## src/rtl/mmio_port_responder.sv

```systemverilog
// MMIO responder on the MEM-stage data bus: a 32-bit output port register, plus a
// synchronized and debounced input port with a sticky change flag and a saturating change counter.
module mmio_port_responder #(
   parameter logic [31:0] BASE_ADDR      = 32'hFFFF_0000,
   parameter logic [15:0] DEBOUNCE_RESET = 16'd4,
   parameter int          PORT_IN_WIDTH  = 8
) (
   input  logic                     clk,
   input  logic                     reset,
   input  logic                     MemWrite,
   input  logic                     MemRead,
   input  logic [31:0]              Address,
   input  logic [31:0]              WriteData,
   output logic [31:0]              ReadData,
   output logic                     Hit,
   input  logic [PORT_IN_WIDTH-1:0] PortIn,
   output logic [31:0]              PortOut,
   output logic                     PortOutStrobe
);

   typedef enum logic [2:0] {
      REG_PORT_OUT     = 3'd0,
      REG_PORT_IN      = 3'd1,
      REG_STATUS       = 3'd2,
      REG_CHANGE_COUNT = 3'd3,
      REG_DEBOUNCE     = 3'd4
   } reg_sel_e;

   logic                     hit;
   logic [2:0]               sel;
   logic                     wr_en;
   logic                     rd_en;
   logic                     accept;
   logic [31:0]              read_data;
   logic                     unused_addr_bits;

   logic [PORT_IN_WIDTH-1:0] sync1_q, sync1_d;
   logic [PORT_IN_WIDTH-1:0] sync2_q, sync2_d;
   logic [PORT_IN_WIDTH-1:0] cand_q, cand_d;
   logic [PORT_IN_WIDTH-1:0] accepted_q, accepted_d;
   logic [15:0]              stable_cnt_q, stable_cnt_d;
   logic                     in_changed_q, in_changed_d;
   logic [15:0]              change_count_q, change_count_d;
   logic [15:0]              debounce_q, debounce_d;
   logic [31:0]              port_out_q, port_out_d;
   logic                     port_out_strobe_q, port_out_strobe_d;

   // Word access only: the byte lane bits take no part in decode.
   assign unused_addr_bits = ^Address[1:0];

   always_comb begin
      hit   = (Address[31:5] == BASE_ADDR[31:5]);
      sel   = Address[4:2];
      wr_en = hit && MemWrite;
      rd_en = hit && MemRead;
   end

   // Read mux works from pre-edge state, so a combined load/store sees the old value.
   always_comb begin
      read_data = '0;
      if (hit) begin
         case (sel)
            REG_PORT_OUT:     read_data = port_out_q;
            REG_PORT_IN:      read_data = 32'(accepted_q);
            REG_STATUS:       read_data = {31'd0, in_changed_q};
            REG_CHANGE_COUNT: read_data = {16'd0, change_count_q};
            REG_DEBOUNCE:     read_data = {16'd0, debounce_q};
            default:          read_data = '0;
         endcase
      end
   end

   // NOTE: every output of an always_comb gets a default first, so no path can infer a latch.
   always_comb begin
      sync1_d      = PortIn;
      sync2_d      = sync1_q;
      cand_d       = cand_q;
      accepted_d   = accepted_q;
      stable_cnt_d = stable_cnt_q;
      accept       = 1'b0;
      if (sync2_q != cand_q) begin
         cand_d       = sync2_q;
         stable_cnt_d = '0;
      end else if (cand_q != accepted_q) begin
         if (stable_cnt_q == debounce_q) begin
            accept       = 1'b1;
            accepted_d   = cand_q;
            stable_cnt_d = '0;
         end else begin
            stable_cnt_d = stable_cnt_q + 16'd1;
         end
      end else begin
         stable_cnt_d = '0;
      end
   end

   // Bus side effects first; an accept on the same edge then takes priority.
   always_comb begin
      port_out_d        = port_out_q;
      port_out_strobe_d = 1'b0;
      debounce_d        = debounce_q;
      in_changed_d      = in_changed_q;
      change_count_d    = change_count_q;
      if (wr_en) begin
         case (sel)
            REG_PORT_OUT: begin
               port_out_d        = WriteData;
               port_out_strobe_d = 1'b1;
            end
            REG_CHANGE_COUNT: change_count_d = '0;
            REG_DEBOUNCE:     debounce_d     = WriteData[15:0];
            default:          ;
         endcase
      end
      if (rd_en && (sel == REG_PORT_IN)) begin
         in_changed_d = 1'b0;
      end
      if (accept) begin
         in_changed_d = 1'b1;
         if (change_count_d != 16'hFFFF) begin
            change_count_d = change_count_d + 16'd1;
         end
      end
   end

   // NOTE: state registers use non-blocking assignments so all flops sample pre-edge values.
   always_ff @(posedge clk) begin
      if (reset) begin
         sync1_q           <= '0;
         sync2_q           <= '0;
         cand_q            <= '0;
         accepted_q        <= '0;
         stable_cnt_q      <= '0;
         in_changed_q      <= 1'b0;
         change_count_q    <= '0;
         debounce_q        <= DEBOUNCE_RESET;
         port_out_q        <= '0;
         port_out_strobe_q <= 1'b0;
      end else begin
         sync1_q           <= sync1_d;
         sync2_q           <= sync2_d;
         cand_q            <= cand_d;
         accepted_q        <= accepted_d;
         stable_cnt_q      <= stable_cnt_d;
         in_changed_q      <= in_changed_d;
         change_count_q    <= change_count_d;
         debounce_q        <= debounce_d;
         port_out_q        <= port_out_d;
         port_out_strobe_q <= port_out_strobe_d;
      end
   end

   assign Hit           = hit;
   assign ReadData      = read_data;
   assign PortOut       = port_out_q;
   assign PortOutStrobe = port_out_strobe_q;

endmodule
```

## config.mk

```make
export PLATFORM = sky130hd
export DESIGN_NAME = mmio_port_responder
export DESIGN_NICKNAME = d
export VERILOG_FILES = /design/src/rtl/mmio_port_responder.sv
export SDC_FILE = /design/constraint.sdc
export NUM_CORES = 1
export LEC_CHECK = 0
export CORE_MARGIN = 5
export CORE_UTILIZATION = 48
export CTS_CLUSTER_DIAMETER = 100
export DETAILED_ROUTE_END_ITERATION = 8
export GPL_ROUTABILITY_DRIVEN = 0
export PLACE_DENSITY = 0.89
export SYNTH_ARGS = -nofsm -noshare
export SYNTH_HDL_FRONTEND = slang
export SYNTH_SLANG_ARGS = --single-unit
```

## constraint.sdc

```tcl
create_clock -name clk -period 4.2 [get_ports clk]
set_input_delay 0.84 -clock clk [delete_from_list [all_inputs] [get_ports clk]]
set_output_delay 0.84 -clock clk [all_outputs]
set_load 0.05 [all_outputs]
```

==> flow_summary_export.csv <==
group,metric,value,unit
yosys,synthArstFlopShare,0,%
yosys,synth_top_family_by_area,"simple AND/OR/NAND/NOR gates",
finish,nets,826,
run_status,status,"finished, final reports clean",
worst_setup_path,slowest_stage,"or4_4",
yosys,ys.flop_type,"dfxtp_1",
yosys,synth_most_common_cell,"dfxtp_1",
global_route,first_global_vias,5105,
yosys,syn-num-nets,693,
global_route,grt_pass1_wl,24900,um
clock_network,cts-root-buf,"clkbuf_8",
yosys,seq_area_frac_synth,44.2,%
clock_network,cts.htree.levels,4,
sta,final.period_utilization,99.2,%
min_path,hold_class,"flip-flop to flip-flop",
place,place_ws,-0.0402,ns
worst_setup_path,cp.depth,7,
sta,worst_slack,0.0336,ns
clock_network,clk_latency,0.52,ns
yosys,synth_xor_area_share,7.98,%
yosys,synth_fa_ha_area_share,0.243,%
worst_setup_path,crit_path_end,"ReadData[4]",
finish,syn_to_final_growth,47.2,%
yosys,synth-simple-area-share,26.8,%
yosys,ys_types,43,
floorplan,die_area,0.0129,mm2
worst_setup_path,cpPeakStageDelay,0.55,ns
run,cap_violations,0,
yosys,netlist_top_cells_area,"dfxtp_1, mux2i_1, nor2_1",
yosys,yosys.area.top_type,"dfxtp_1",
routing,drt-total-wl,15600,um
clock_network,cts_buffer_depth,2,
global_route,use_met1,26.6,%
worst_setup_path,regToRegStartpoint,"stable_cnt_q[8]$_SDFF_PP0_",
clock_network,path_clk_slew,0.06,ns
worst_setup_path,r2r-end,"change_count_q[1]$_SDFF_PP0_",
finish,postLayoutCellArea,0.00759,mm2
yosys,synth_area,0.00516,mm2
routing,ant_nets,0,
global_route,grt_overflow,0,
min_path,hold_path_depth,1,
yosys,yosys-top-cells-count,"dfxtp_1, nor2_1, nand2_1, a21oi_1, mux2i_1",
global_route,met2_usage,41.8,%
place,placed_area,0.00698,mm2
finish,num_antenna_cells,0,
sta,worstMarginPinSlew,1.05,ns
global_route,grt.busiest_layer,"met2",
worst_setup_path,critPathCaptureType,"output port",
worst_setup_path,worst_setup_path_start_kind,"primary input",
worst_setup_path,critPathTopFamily,"simple AND/OR/NAND/NOR gates",
yosys,synth-edff-count,0,
routing,vias,5059,
clock_network,cts.sinks,114,
sta,rsz0062_at_grt,"true",
power_and_ir_drop,irDropWorstVdd,265,uV
sta,fin_skew,0.00930,ns
power_and_ir_drop,power_density,340,mW/mm2
worst_setup_path,r2r_cells,7,
routing,drt_iter0_drc,505,
yosys,synthMuxAreaShare,6.21,%
sta,holdWs,0.434,ns
sta,slew_viol_final,0,
sta,timing.final.crit_period,4.17,ns
worst_setup_path,reg2reg_slack,1.61,ns
yosys,yosysTopAreaCellShare,44.2,%
floorplan,boundaryPins,142,
worst_setup_path,path_class,"primary input to output port",
clock_network,cts_tree,"built",
routing,drc,0,
worst_setup_path,cp_max_fo,14,
yosys,ys_warn_count,0,
place,dpl.hpwl,11400,um
sta,hold_viol_final,0,
place,io_buffers,139,
floorplan,initial_utilization,49.5,%
routing,wl_per_cell,17.4,um
floorplan,fp.dieH,114,um
worst_setup_path,critPathArrivalTime,3.33,ns
routing,viasPerCell,5.63,
finish,drive_gt1_share,13.4,%
worst_setup_path,path_buf_inv,3,
global_route,antenna_found_initial,0,
global_route,grt_util_met3,8.97,%
global_route,grt_max_degree,61,
routing,drtPass1Iterations,7,
worst_setup_path,startpoint,"Address[6]",
global_route,track_usage,23.9,%
yosys,synth_compound_area_share,10.9,%
yosys,synth.avg_cell_area,8.37,um2
sta,finalSetupViolations,0,
worst_setup_path,crit_path_cell_trace,"clkdlybuf4s50_1 > or4_1 > or4_4 > or3_1 > buf_6 > nor2_1 > buf_12",
clock_network,cts_inserted_buffers,17,
floorplan,die_x,114,um
floorplan,core-area,0.0104,mm2
floorplan,fp-row-count,37,
yosys,synth_cells,616,
power_and_ir_drop,power.leakage,0.00276,uW
sta,max_freq,0.240,GHz
sta,slew_headroom,30.2,%
worst_setup_path,required,3.36,ns
yosys,ys_seq_elements,114,
clock_network,cts_hold_buf,0,
power_and_ir_drop,total_power,2590,uW
flip-flops by register name, indices dropped and copies added (netlist names):
register	flops
debounce_q	16
in_changed_q	1
PortOut	32
stable_cnt_q	16
sync1_q	8
cand_q	8
PortOutStrobe	1
sync2_q	8
accepted_q	8
change_count_q	16
cell usage in the layout (no fill, tap or decap), types with 4 or more instances in the layout:
cell type and n:
a21oi_1 57, a22oi_1 11, a31oi_1 4, and2_1 20, and3_1 5, buf_12 33, buf_4 11, clkbuf_16 16
clkdlybuf4s50_1 105, dfxtp_1 114, inv_1 4, inv_6 5, mux2i_1 32, nand2_1 80, nand3_1 10, nand4_1 18
nor2_1 71, nor2_2 13, nor2b_1 26, nor4_1 4, o21ai_0 17, or3_1 12, or4_1 4, xnor2_1 29
xor2_1 18
cell families (layout without fill, tap and decap cells):
group | after synthesis | count (layout)
and+or+nand+nor | 279 | 279
DFF | 114 | 114
AOI/OAI and AO/OA | 99 | 99
xor gates and xnor gates | 47 | 47
buffers and inverters | 44 | 190
muxes | 32 | 32
adders and majority gates | 1 | 1
report_power, final:
part	total, uW	internal [uW]	leakage, uW	switching [uW]
Combinational	138	80.5	0.00157	57.6
Sequential	1100	1090	0.000922	6.01
Clock	1350	823	0.000272	526
Total	2590	2000	0.00276	590
layer usage:
metal | wire (um) | up-vias | share of wire, %
li1 | - | 2366 | -
met2 | 7870 | 302 | 50
met4 | 396 | 0 | 2.5
met3 | 1580 | 46 | 10
met5 | 0 | - | 0
met1 | 5770 | 2345 | 37
worst min path at each step:
stage / start / endpoint / slack, ns
finish: sync1_q[1]$_SDFF_PP0_ / sync2_q[1]$_SDFF_PP0_ / 0.43
global route: sync1_q[1]$_SDFF_PP0_ / sync2_q[1]$_SDFF_PP0_ / 0.45
CTS: sync1_q[1]$_SDFF_PP0_ / sync2_q[1]$_SDFF_PP0_ / 0.43
detailed placement: sync1_q[1]$_SDFF_PP0_ / sync2_q[1]$_SDFF_PP0_ / 0.42
global placement: sync1_q[2]$_SDFF_PP0_ / sync2_q[2]$_SDFF_PP0_ / 0.42
floorplan: sync1_q[0]$_SDFF_PP0_ / sync2_q[0]$_SDFF_PP0_ / 0.41
layout make-up:
class	count	area, um2
fillers	688	2820
multi-input cells	458	2720
flip-flops and latches	114	2280
repair buffers	153	1830
clock buffers	19	442
well taps	136	170
clock inverters	13	124
inverters	5	23.8
repair_timing:
action | 4_1_cts | 5_1_grt
setup buffers | 0 | 0
pin swaps | 0 | 1
setup endpoints to repair | 25 | 29
gates cloned | 0 | 1
resized for setup | 3 | 15
per-stage QoR:
stage	util (%)	TNS, ns	std cells
floorplan	-	0	616
detailed placement	67.0	-0.174	865
finish	72.9	0	898
global placement	67.0	0	865
CTS	72.5	-0.140	897
global route	72.9	-0.0538	898
Note: power is estimated with default switching activity, not from simulation.
